<file path="src/rtl/vec_load_streamer_pkg.sv">
// Shared types and constants for the vector-load streamer.
//   VEC_LANES / WORD_W : shape of one memory read vector (16 x 16 bit)
//   IMAGE_BYTES        : default image size used for out-of-image lane masking
//   vec_t              : packed vector, lane 0 in the low word
//   stream_state_t     : sequencer states
package vec_mem_pkg;
  localparam int unsigned VEC_LANES     = 16;
  localparam int unsigned WORD_W        = 16;
  localparam int unsigned IMG_W_DEFAULT = 96;
  localparam int unsigned IMG_H_DEFAULT = 96;
  localparam int unsigned IMAGE_BYTES   = IMG_W_DEFAULT * IMG_H_DEFAULT;

  typedef logic [VEC_LANES-1:0][WORD_W-1:0] vec_t;

  typedef enum logic [1:0] {IDLE, FETCH, DRAIN, FIN} stream_state_t;
endpackage

</file>
<file path="src/rtl/vec_load_streamer_if.sv">
// Bundle of the streamer's command, memory and vector-output signals.
//   start/base_addr/num_vec : burst request from the CPU datapath
//   mem_addr/mem_rd         : data-memory address and combinational read vector
//   vec_*                   : valid/ready delivery to the vector register file
//   busy/done               : burst status
// slave  = streamer side, master = CPU/memory/consumer side.
interface vec_load_streamer_if
  import vec_mem_pkg::*;
#(
  parameter int unsigned ADDR_W = 16
);
  logic              start;
  logic [ADDR_W-1:0] base_addr;
  logic [15:0]       num_vec;
  logic [ADDR_W-1:0] mem_addr;
  vec_t              mem_rd;
  vec_t              vec_out;
  logic              vec_valid;
  logic              vec_ready;
  logic              vec_last;
  logic [15:0]       vec_idx;
  logic              busy;
  logic              done;

  modport master (
    output start, base_addr, num_vec, mem_rd, vec_ready,
    input  mem_addr, vec_out, vec_valid, vec_last, vec_idx, busy, done
  );

  modport slave (
    input  start, base_addr, num_vec, mem_rd, vec_ready,
    output mem_addr, vec_out, vec_valid, vec_last, vec_idx, busy, done
  );
endinterface

</file>
<file path="src/rtl/vec_load_streamer_lane_mask.sv">
// Combinational lane masking of one memory read vector.
//   addr_i   : byte address of lane 0
//   rd_i     : raw read vector from the data memory
//   masked_o : lanes >= LANES and lanes past the end of the image forced to 0
module vec_lane_mask
  import vec_mem_pkg::*;
#(
  parameter int unsigned LANES     = 8,
  parameter int unsigned ADDR_W    = 16,
  parameter int unsigned IMG_BYTES = IMAGE_BYTES
) (
  input  logic [ADDR_W-1:0] addr_i,
  input  vec_t              rd_i,
  output vec_t              masked_o
);
  always_comb begin
    masked_o = '0;
    for (int unsigned i = 0; i < VEC_LANES; i++) begin
      // One extra address bit so a lane near 2^ADDR_W cannot wrap back into the image.
      if ((i < LANES) &&
          (({1'b0, addr_i} + (ADDR_W+1)'(i)) < (ADDR_W+1)'(IMG_BYTES))) begin
        masked_o[i] = rd_i[i];
      end
    end
  end
endmodule

</file>
<file path="src/rtl/vec_load_streamer.sv">
// Vector-load sequencer and capture stage around the image data memory.
//   CLK   : clock, rising edge
//   RST_N : synchronous active-low reset
//   bus   : request, memory address/read data, vector valid/ready output and status
// Walks the image LANES bytes per vector, registers the masked read vector and
// hands it to the register file with back-pressure; done pulses once per burst.
module vec_load_streamer
  import vec_mem_pkg::*;
#(
  parameter int unsigned IMAGE_WIDTH  = IMG_W_DEFAULT,
  parameter int unsigned IMAGE_HEIGHT = IMG_H_DEFAULT,
  parameter int unsigned LANES        = 8,
  parameter int unsigned ADDR_W       = 16
) (
  input logic               CLK,
  input logic               RST_N,
  vec_load_streamer_if.slave bus
);
  stream_state_t     state_q;
  logic [ADDR_W-1:0] mem_addr_q;
  logic [ADDR_W-1:0] mem_addr_d;
  logic [15:0]       remaining_q;
  logic [15:0]       fetch_idx_q;
  logic [15:0]       idx_q;
  vec_t              vec_q;
  vec_t              masked;
  logic              valid_q;
  logic              last_q;
  logic              busy_q;
  logic              done_q;
  logic              cap;

  vec_lane_mask #(
    .LANES    (LANES),
    .ADDR_W   (ADDR_W),
    .IMG_BYTES(IMAGE_WIDTH * IMAGE_HEIGHT)
  ) u_mask (
    .addr_i  (mem_addr_q),
    .rd_i    (bus.mem_rd),
    .masked_o(masked)
  );

  // Output register may be refilled when empty or when drained this same edge.
  assign cap        = !valid_q || bus.vec_ready;
  assign mem_addr_d = mem_addr_q + ADDR_W'(LANES);

  always_ff @(posedge CLK) begin
    if (!RST_N) begin
      state_q     <= IDLE;
      mem_addr_q  <= '0;
      remaining_q <= '0;
      fetch_idx_q <= '0;
      idx_q       <= '0;
      vec_q       <= '0;
      valid_q     <= 1'b0;
      last_q      <= 1'b0;
      busy_q      <= 1'b0;
      done_q      <= 1'b0;
    end else begin
      done_q <= 1'b0;
      case (state_q)
        IDLE: begin
          if (bus.start) begin
            if (bus.num_vec != '0) begin
              mem_addr_q  <= bus.base_addr;
              remaining_q <= bus.num_vec;
              fetch_idx_q <= '0;
              busy_q      <= 1'b1;
              state_q     <= FETCH;
            end else begin
              done_q  <= 1'b1;
              state_q <= FIN;
            end
          end
        end
        FETCH: begin
          if (cap) begin
            vec_q       <= masked;
            valid_q     <= 1'b1;
            idx_q       <= fetch_idx_q;
            last_q      <= (remaining_q == 16'd1);
            mem_addr_q  <= mem_addr_d;
            fetch_idx_q <= fetch_idx_q + 16'd1;
            remaining_q <= remaining_q - 16'd1;
            if (remaining_q == 16'd1) state_q <= DRAIN;
          end
        end
        DRAIN: begin
          if (valid_q && bus.vec_ready) begin
            valid_q <= 1'b0;
            last_q  <= 1'b0;
            done_q  <= 1'b1;
            state_q <= FIN;
          end
        end
        FIN: begin
          busy_q  <= 1'b0;
          state_q <= IDLE;
        end
        default: state_q <= IDLE;
      endcase
    end
  end

  assign bus.mem_addr  = mem_addr_q;
  assign bus.vec_out   = vec_q;
  assign bus.vec_valid = valid_q;
  assign bus.vec_last  = last_q;
  assign bus.vec_idx   = idx_q;
  assign bus.busy      = busy_q;
  assign bus.done      = done_q;
endmodule

</file>
<file path="src/flat_wrapper.sv">
// flat-port wrapper written by rule: the top's interface ports become plain ports
module vec_load_streamer_flat import vec_mem_pkg::*;
#(
  parameter int unsigned IMAGE_WIDTH  = IMG_W_DEFAULT,
  parameter int unsigned IMAGE_HEIGHT = IMG_H_DEFAULT,
  parameter int unsigned LANES        = 8,
  parameter int unsigned ADDR_W       = 16
)
  (CLK, RST_N, bus_start, bus_base_addr, bus_num_vec, bus_mem_rd, bus_vec_ready, bus_mem_addr, bus_vec_out, bus_vec_valid, bus_vec_last, bus_vec_idx, bus_busy, bus_done);
  vec_load_streamer_if #(.ADDR_W(ADDR_W)) bus_i ();
  input logic CLK;
  input logic RST_N;
  input wire logic [$bits(bus_i.start)-1:0] bus_start;
  input wire logic [$bits(bus_i.base_addr)-1:0] bus_base_addr;
  input wire logic [$bits(bus_i.num_vec)-1:0] bus_num_vec;
  input wire logic [$bits(bus_i.mem_rd)-1:0] bus_mem_rd;
  input wire logic [$bits(bus_i.vec_ready)-1:0] bus_vec_ready;
  output wire logic [$bits(bus_i.mem_addr)-1:0] bus_mem_addr;
  output wire logic [$bits(bus_i.vec_out)-1:0] bus_vec_out;
  output wire logic [$bits(bus_i.vec_valid)-1:0] bus_vec_valid;
  output wire logic [$bits(bus_i.vec_last)-1:0] bus_vec_last;
  output wire logic [$bits(bus_i.vec_idx)-1:0] bus_vec_idx;
  output wire logic [$bits(bus_i.busy)-1:0] bus_busy;
  output wire logic [$bits(bus_i.done)-1:0] bus_done;
  assign bus_i.start = bus_start;
  assign bus_i.base_addr = bus_base_addr;
  assign bus_i.num_vec = bus_num_vec;
  assign bus_i.mem_rd = bus_mem_rd;
  assign bus_i.vec_ready = bus_vec_ready;
  assign bus_mem_addr = bus_i.mem_addr;
  assign bus_vec_out = bus_i.vec_out;
  assign bus_vec_valid = bus_i.vec_valid;
  assign bus_vec_last = bus_i.vec_last;
  assign bus_vec_idx = bus_i.vec_idx;
  assign bus_busy = bus_i.busy;
  assign bus_done = bus_i.done;
  vec_load_streamer #(.IMAGE_WIDTH(IMAGE_WIDTH), .IMAGE_HEIGHT(IMAGE_HEIGHT), .LANES(LANES), .ADDR_W(ADDR_W)) u_core (.CLK(CLK), .RST_N(RST_N), .bus(bus_i));
endmodule
</file>
<file path="config.mk">
export PLATFORM = sky130hd
export DESIGN_NAME = vec_load_streamer_flat
export DESIGN_NICKNAME = d
export VERILOG_FILES = /design/src/rtl/vec_load_streamer_pkg.sv /design/src/rtl/vec_load_streamer_if.sv /design/src/rtl/vec_load_streamer_lane_mask.sv /design/src/rtl/vec_load_streamer.sv /design/src/flat_wrapper.sv
export SDC_FILE = /design/constraint.sdc
export NUM_CORES = 1
export LEC_CHECK = 0
export BUFFER_PORTS_ARGS = -buffer_cell sky130_fd_sc_hd__buf_4
export CORE_AREA = 2 2 229 231
export DETAILED_ROUTE_END_ITERATION = 10
export DIE_AREA = 0 0 231 233
export PLACE_DENSITY = 0.49
export REMOVE_ABC_BUFFERS = 1
export SYNTH_ARGS = -nofsm -noshare
export SYNTH_HDL_FRONTEND = slang
export SYNTH_SLANG_ARGS = --single-unit
</file>
<file path="constraint.sdc">
create_clock -name CLK -period 3.1 [get_ports CLK]
set_input_delay 0.31 -clock CLK [delete_from_list [all_inputs] [get_ports CLK]]
set_output_delay 0.31 -clock CLK [all_outputs]
set_load 0.02 [all_outputs]
</file>
# [Yosys cells after proc, flatten, opt, wreduce, memory -nomap -nowiden]
# Index checks and enable logic that the tools add are counted.
[op_classes] muxes=38 order_cmp=8 n_reduce_logical=13 n_eq_ne=9 n_addsub=10
[op_table] cell="2-to-1 mux 16 bit" count=17
[op_table] cell="less-than comparator 17 x 14 -> 1 bit, second input constant" count=7
[op_table] cell="one-hot mux 16 bit (2 select lines)" count=3
[op_table] cell="adder 16 x 3 -> 17 bit, second input constant" count=4
[op_table] cell="adder 16 x 2 -> 17 bit, second input constant" count=2
[op_table] cell="adder 16 x 1 -> 17 bit, second input constant" count=1
[op_table] cell="adder 16 x 1 -> 16 bit, second input constant" count=1
[op_table] cell="adder 16 x 4 -> 16 bit, second input constant" count=1
[op_table] cell="== test 16 x 1 -> 1 bit, second input constant" count=1
[op_table] cell="less-than comparator 16 x 14 -> 1 bit, second input constant" count=1
[op_table] cell="nonzero test 16 bit" count=1
[op_table] cell="subtractor 16 x 1 -> 16 bit, second input constant" count=1
[op_table] cell="2-to-1 mux 2 bit" count=5
[op_table] cell="2-to-1 mux 1 bit" count=8
[op_table] cell="!= test 2 x 1 -> 1 bit, second input constant" count=4
[op_table] cell="one-hot mux 1 bit (2 select lines)" count=4
[op_table] cell="one-hot mux 2 bit (4 select lines)" count=1
[op_table] cell="AND reduction 4 bit" count=2
[op_table] cell="AND reduction 3 bit" count=2
[op_table] cell="nonzero test 2 bit" count=3
[op_table] cell="== test 2 bit, second input constant" count=2
[op_table] cell="== test 2 x 1 -> 1 bit, second input constant" count=1
[op_table] cell="zero test 2 bit" count=1
[op_table] cell="!= test 2 bit, second input constant" count=1
[op_table] cell="other kinds (4)" count=4
[totals] output_inout_bits=292 register_bits=198 inputBits=292 wordCells=95

# [Longest topological paths before layout]
# Gate-level depths: netlist of the first run.
[depth] depth_word=4 depth_mapped=9 mapped_depth_nobuf=7

# [Modules after synthesis]
# A second synthesis of the first run with hierarchy kept.
[unflattened] cells_unflattened=1928 area_unflattened_um2=14621.5
[by_module_without_submodules] module="vec_load_streamer" n_inst=1 area_per_inst_um2=12353.1 cells_per_inst=1593
[by_module_without_submodules] module="vec_lane_mask" n_inst=1 area_per_inst_um2=2268.4 cells_per_inst=335

# [Worst setup path before layout of the first run]
# Ideal clock, no wire load.
[synth_timing] path_kind="reg2reg" startpoint="reg u_core.mem_addr_q[3] (netlist: u_core.bus.mem_addr[3])" endpoint="reg u_core.vec_q (netlist bit u_core.bus.vec_out[38])" t_required_ns=2.983 setup_slack_ns=0.579 arrival_time_ns=2.403 stages_incl_launch_ff=8 period_less_slack_ns=2.521 cell_sequence="dfxtp_1 ha_1 nand3_1 or4b_2 a2bb2oi_1 a211oi_2 clkbuf_1 a32o_1"
[synth_between] elab_chain_cells=3
[synth_lines] item="from (decl)" line_no="vec_load_streamer.sv:20" text="logic [ADDR_W-1:0] mem_addr_q;"
[synth_lines] item="from (signal assigned)" line_no="vec_load_streamer.sv:65" text="mem_addr_q <= bus.base_addr;"
[synth_lines] item="from (signal assigned)" line_no="vec_load_streamer.sv:82" text="mem_addr_q <= mem_addr_d;"
[synth_lines] item="adder 16 x 2 -> 17 bit" line_no="vec_load_streamer_lane_mask.sv:21" text="(({1'b0, addr_i} + (ADDR_W+1)'(i)) < (ADDR_W+1)'(IMG_BYTES))) begin"
[synth_lines] item="less-than comparator 17 x 14 -> 1 bit" line_no="vec_load_streamer_lane_mask.sv:21"
[synth_lines] item="2-to-1 mux 16 bit" line_no="vec_load_streamer_lane_mask.sv:20" text="if ((i < LANES) &&"
[synth_lines] item="to (signal assigned)" line_no="vec_load_streamer.sv:78" text="vec_q <= masked;"
[synth_lines] item="to (decl)" line_no="vec_load_streamer.sv:25" text="vec_t vec_q;"
# Every way passes these cells.
# A chain may end at the register's enable or synchronous reset.

# [Final worst setup path of the first run]
[layout_timing] startpoint="reg u_core.mem_addr_q[3] (netlist: u_core.bus.mem_addr[3])" endpoint="reg u_core.vec_q (netlist bit u_core.bus.vec_out[46])"
# Same word-level chain as after synthesis.

==> reports/results.txt, run 1 <==
status - finished clean
Die Area - 53820 um^2
grt ovf - 0
cell area after synthesis - 9741 um^2
post-layout min period - 2.825 ns
Lkg Pwr - 5.769 nW
utilization after layout - 27.40%
Worst Hold Class - input port to flip-flop
Initial Utilization - 19.06%
CTS tree - done
Slew Viols, Final - 0
TritonCTS Sinks - 198
# nets final - 1777
post-synthesis cell type count - 77
Worst R2R Setup Slack - 0.27 ns
footprint of the multi-input gates - 4913 um^2
Max VDD drop - 553.5 uV
RSZ-0062 raised after global routing - no
Layout Skew - 0.01192 ns
layout cell share with drive strength beyond 1 - 29.42%
root buf cell - clkbuf_16
GP Congestion - 0.7919
Design Area, Final - 14000 um^2
Die Wd - 231 um
DRT Wirelength - 36.86 mm
Post-synth EDFFs - 0
vias per cell - 4.458
Mapped Cells - 1099
# DRC - 0
PwrDens - 804.9 nW/um^2
worst rel slew slack - 26.34%
Diodes inserted - 0
synthesis-to-finish area growth - 43.71%
DR pass1 iterations - 5
register area - 3964 um^2
hold slack - 0.05124 ns
dpl hpwl - 26.54 mm
htree depth - 4
Post-DP Area - 12570 um^2
I/O Buffers - 327
largest net degree at the start of global routing - 64
fill count - 5508
Seq/Total Area, Yosys - 40.69%
final setup fails - 0
wire per inst - 16.99 um
critical path class - flip-flop to flip-flop
final hold vios - 0
Most used DFF post-synth - dfxtp_1
asr flop ratio synth - 0%
GR Util All Layers - 13.26%
critical path peak fanout - 16
post-CTS sizing - 0
worst-margin pin slew - 1.102 ns
fmax - 0.3540 GHz
Worst EP arrival - 3.21 ns
max cap viols - 0
vias - 9670
Syn Area/Cell - 8.863 um^2
Worst setup SP type - flip-flop
Tcrit/Tclk final - 91.13%
die height - 233 um
Boundary Pins - 584
vias in the first global route - 9064
Worst Path Required - 3.48 ns
Longest Clk Path Bufs - 2
Seq cells post-synth - 198
Power Total - 11.27 mW
cts bufs inserted - 17
clk_lat worst skew - 0.49 ns
number of core rows - 83
CORE AREA - 51090 um^2
first-pass GRT wire length - 54.45 mm
initial DRC count - 630
initial antenna violation count - 0
clock-pin slew on the worst setup and hold paths - 0.08 ns
Syn. warnings - 0
ANT nets after route - 0
Worst setup EP type - flip-flop
-- metal layers --
metal / part of all wire, % / wire [um] / vias up / GRT usage [%]
li1: - / - / 4619 / -
met1: 43 / 15760 / 4667 / 16.17
met2: 49 / 18030 / 354 / 22.21
met3: 6.6 / 2434 / 30 / 3.713
met4: 1.7 / 633 / 0 / 4.758
met5: 0 / 0 / - / 0
-- sequential cells by signal (all words and copies together) (netlist names) --
register              cells
u_core.bus.vec_out      128
u_core.bus.mem_addr      16
u_core.bus.vec_idx       16
u_core.fetch_idx_q       16
u_core.remaining_q       16
u_core.state_q            2
u_core.bus.busy           1
u_core.bus.done           1
u_core.bus.vec_last       1
u_core.bus.vec_valid      1
-- logic make-up (layout without fill, tap and decap cells) --
kind of cell | Yosys count | after routing | share of synthesized area (%)
compound gates | 326 | 326 | 25.74
xor+xnor | 5 | 5 | 0.4497
fa+ha+maj | 9 | 9 | 1.156
buf+inv | 230 | 493 | 14.23
flops | 198 | 198 | 40.69
mux | 8 | 8 | 0.8478
other cells | 1 | 128 | 0.03850
simple gates | 322 | 322 | 16.84
-- placed cells by master, fill, tap and decap left out, types with 4 or more instances in the layout --
cell,n
buf_4,366
dfxtp_1,198
conb_1,128
nand2_1,119
dlygate4sd3_1,78
a22o_1,75
a21oi_1,59
nor2_1,39
o31ai_1,37
nand4_1,27
o21ai_0,24
nand3_1,22
nor3_1,22
nor4_1,20
a22oi_1,17
a32o_1,17
clkbuf_16,17
inv_1,13
a2111oi_0,13
nor2b_1,12
or4_1,12
o32ai_1,9
ha_1,9
or3_1,8
o41ai_1,8
a31o_2,7
and3_1,7
a41oi_1,7
mux2i_1,6
o22ai_1,6
a22o_2,6
a211oi_1,5
and4_1,4
o2111ai_1,4
o2bb2ai_1,4
inv_6,4
-- what timing repair did --
action                     CTS  global route
hold endpoints to repair    78             0
setup endpoints to repair    0             7
setup buffers                0             1
hold buffers                78             0
-- final cells by class --
| type | count | area share [%] |
|---|---|---|
| sequential | 198 | 28.32 |
| clock buffer | 18 | 3.137 |
| clock inverter | 14 | 1.359 |
| multi-input combinational | 798 | 35.10 |
| timing repair buffer | 447 | 25.63 |
| inverter | 14 | 0.3754 |
| tap | 680 | 6.078 |
-- final timing paths --
check	start	endpoint	cells past startpoint
max	u_core.bus.mem_addr[3]	u_core.bus.vec_out[46]	7
min	bus_mem_rd[39]	u_core.bus.vec_out[39]	2
max reg2reg	u_core.bus.mem_addr[3]	u_core.bus.vec_out[46]	7
min reg2reg	u_core.bus.vec_out[55]	u_core.bus.vec_out[55]	2
-- metrics by stage --
step	setup WS [ns]	TNS, ns	std cells
6_report	0.2748	0	2169
2_1_floorplan	-3.303	-366.10	1010
3_5_place_dp	0.2678	0	2058
4_1_cts	0.2340	0	2168
5_1_grt	0.08937	0	2169
3_3_place_gp	0.2669	0	2058
-- power breakdown --
group | switching (mW) | internal (mW)
Sequential | 0.524 | 3.11
Combinational | 3.19 | 2.00
Clock | 1.13 | 1.31
Total | 4.84 | 6.42
-- cell usage after synthesis (4+ instances only) --
master,number,area (um^2)
dfxtp_1,198,3964
buf_4,130,975.9
nand2_1,119,446.7
a22o_1,75,656.9
a21oi_1,60,300.3
clkbuf_1,60,225.2
nor2_1,41,153.9
o31ai_1,37,277.8
nand4_1,27,168.9
o21ai_0,24,120.1
nand3_1,22,110.1
nor3_1,22,110.1
nor4_1,20,125.1
a22oi_1,17,127.6
a32o_1,17,170.2
buf_2,16,80.08
inv_1,14,52.55
a2111oi_0,13,113.9
nor2b_1,12,75.07
or4_1,12,90.09
ha_1,9,112.6
o32ai_1,9,78.83
buf_1,8,30.03
o41ai_1,8,70.07
or3_1,8,50.05
a31o_2,7,61.31
a41oi_1,7,61.31
and3_1,7,43.79
a22o_2,6,60.06
mux2i_1,6,60.06
o22ai_1,6,37.54
a211oi_1,5,37.54
and4_1,4,35.03
o2111ai_1,4,35.03
o2bb2ai_1,4,35.03
-- worst max-delay path: stages, from the launching register on --
cell	delay, ns
dfxtp_1	0.49
ha_1	0.35
nand3_1	0.16
buf_4	0.20
or4b_2	0.67
a2bb2oi_1	0.31
a211oi_4	0.18
a32o_1	0.34
No activity file was read; power rests on OpenSTA's default activity.
==> inputs of run 2 (changes only) <==
--- a/config.mk
+++ b/config.mk
@@ -12,4 +12,5 @@
 export PLACE_DENSITY = 0.49
 export REMOVE_ABC_BUFFERS = 1
+export SLEW_MARGIN = 25
 export SYNTH_ARGS = -nofsm -noshare
 export SYNTH_HDL_FRONTEND = slang
==> constraint.sdc (replaced) <==
create_clock -name CLK -period 3.1 [get_ports CLK]
set_input_delay 0.155 -clock CLK [delete_from_list [all_inputs] [get_ports CLK]]
set_output_delay 0.155 -clock CLK [all_outputs]
set_load 0.02 [all_outputs]
==> reports/results.txt, run 2 (synthesis gave the netlist of run 1 again) <==
Tcrit/Tclk final - 86.59% (-4.5 points)
Diodes inserted - 0 (unchanged)
hold slack - 0.05807 ns (+0.006829 ns)
Worst Hold Class - input port to flip-flop
Worst R2R Setup Slack - 0.42 ns (+0.14 ns)
vias in the first global route - 9325 (+2.9%)
worst path bufs/invs - 1 (unchanged)
Layout Skew - 0.01747 ns (+0.005549 ns)
CP top delay family - compound AO/OA/AOI/OAI gates
root buf cell - clkbuf_16
htree depth - 4 (unchanged)
GR Util All Layers - 13.45% (+0.19 points)
Lkg Pwr - 6.028 nW (+4.5%)
first-pass GRT wire length - 55.46 mm (+1.9%)
initial antenna violation count - 0 (unchanged)
largest net degree at the start of global routing - 78 (+22%)
PwrDens - 771.4 nW/um^2 (-4.2%)
post-CTS sizing - 0 (unchanged)
Reg2Reg Depth - 7 (unchanged)
CORE AREA - 51090 um^2 (unchanged)
DRT Wirelength - 37.91 mm (+2.9%)
Die Area - 53820 um^2 (unchanged)
vias - 9909 (+2.5%)
register area - 3964 um^2 (unchanged)
worst rel slew slack - 36.82% (+10 points)
Power Total - 11.28 mW (+0.12%)
synthesis-to-finish area growth - 50.12%
Largest register FFs - 128 (unchanged)
Critical Path End - u_core.bus.vec_out[54]
FF-to-FF End - u_core.bus.vec_out[54]
wire per inst - 16.96 um (-0.19%)
Worst Path Required - 3.44 ns (-0.04 ns)
layout cell share with drive strength beyond 1 - 28.17% (-1.2 points)
fill count - 5436 (-1.3%)
status - finished clean
Worst setup EP type - flip-flop
Critical Path Start - u_core.bus.mem_addr[3]
die height - 233 um (unchanged)
TritonCTS Sinks - 198 (unchanged)
# DRC - 0 (unchanged)
worst-margin pin slew - 0.9442 ns (-0.1581 ns)
critical path class - flip-flop to flip-flop
cell depth of the worst setup path - 7 (unchanged)
Worst setup SP type - flip-flop
Critical Path, Cell by Cell - ha_1, nand3_1, buf_4, nor4_1, xnor2_1, a21oi_2, o31ai_1
footprint of the multi-input gates - 4913 um^2 (unchanged)
number of core rows - 83 (unchanged)
Design Area, Final - 14620 um^2 (+4.5%)
most frequent cells in the layout - buf_4, dfxtp_1, dlygate4sd3_1
worst reg2reg startpoint - u_core.bus.mem_addr[3]
Post-DP Area - 12590 um^2 (+0.18%)
DR pass1 iterations - 7 (+2)
cts bufs inserted - 17 (unchanged)
final setup fails - 0 (unchanged)
vias per cell - 4.434 (-0.55%)
clk_lat worst skew - 0.49 ns (about the same)
I/O Buffers - 327 (unchanged)
post-CTS setup buffer count - 0 (unchanged)
Slew Viols, Final - 0 (unchanged)
Longest Clk Path Bufs - 2 (unchanged)
Slowest-stage cell, CP - a21oi_2
critical path peak fanout - 16 (unchanged)
Initial Utilization - 19.06% (unchanged)
Max VDD drop - 516.1 uV (-6.7%)
initial DRC count - 733 (+16%)
final hold vios - 0 (unchanged)
Boundary Pins - 584 (unchanged)
post-layout min period - 2.684 ns (-0.1408 ns)
RSZ-0062 raised after global routing - no
CP peak stage delay - 0.70 ns (+0.03 ns)
dpl hpwl - 26.54 mm (about the same)
fmax - 0.3725 GHz (+5.2%)
ANT nets after route - 0 (unchanged)
Worst EP arrival - 3.02 ns (-0.19 ns)
# nets final - 1844 (+3.8%)
grt ovf - 0 (unchanged)
max cap viols - 0 (unchanged)
CTS tree - done
most common cell after layout, fill and taps aside - buf_4
Hold Buf Count CTS - 143 (+83%)
GP Congestion - 0.8144 (+2.8%)
clock-pin slew on the worst setup and hold paths - 0.08 ns (about the same)
Die Wd - 231 um (unchanged)
## run 2: cell types whose count changed in the layout (fill, tap and decap cells not counted), moves of 2 or more
cell | previous run | this run
buf_12 | 3 | 1
dlygate4sd3_1 | 78 | 143
clkinvlp_4 | 1 | 3
buf_4 | 366 | 369
## run 2: worst min-delay path, stage by stage
cell and delay, ns:
buf_4 0.13, a21oi_1 0.13, a221oi_1 0.08
## run 2: report_power, final
part	internal (mW)	leakage, nW	switching (mW)
sequential	3.11	1.61	0.523
clock	1.21	0.282	1.14
combinational	2.06	4.14	3.24
total	6.38	6.03	4.90
## run 2: worst min path at each step
stage / start / to / slack, ns / cells after the start
detailed placement: bus_mem_rd[105] / u_core.bus.vec_out[105] / 0.37 / 2
global route: bus_base_addr[11] / u_core.bus.mem_addr[11] / 0.06 / 5
global placement: bus_mem_rd[76] / u_core.bus.vec_out[76] / 0.37 / 2
finish: bus_num_vec[0] / u_core.remaining_q[0] / 0.06 / 3
floorplan: bus_mem_rd[100] / u_core.bus.vec_out[100] / 0.28 / 1
CTS: bus_base_addr[11] / u_core.bus.mem_addr[11] / 0.003 / 5
## run 2: area by class of cell
cell class              instances  share of cell area [%]
clock inverters                13                   1.121
inverters                      14                  0.3594
flip-flops and latches        198                   27.11
repair buffers                514                   29.06
multi-input cells             798                   33.60
well taps                     680                   5.818
clock buffers                  18                   2.935
## run 2: per-layer routing
layer | global-route usage [%] | up-vias | share of wire (%)
met5 | 0 | - | 0
met2 | 22.68 | 410 | 49
met4 | 4.718 | 0 | 1.6
li1 | - | 4736 | -
met3 | 4.081 | 32 | 7.3
met1 | 16.13 | 4731 | 42
## run 2: through the flow
| step | setup WS (ns) | instances | setup TNS [ns] | utilization, % |
|---|---|---|---|---|
| finish | 0.4156 | 2235 | 0 | 28.62 |
| CTS | 0.2533 | 2234 | 0 | 28.60 |
| floorplan | -3.303 | 1010 | -366.10 | - |
| detailed placement | 0.2775 | 2060 | 0 | 24.64 |
| global route | 0.06818 | 2235 | 0 | 28.62 |
| global placement | 0.3284 | 2059 | 0 | 24.59 |
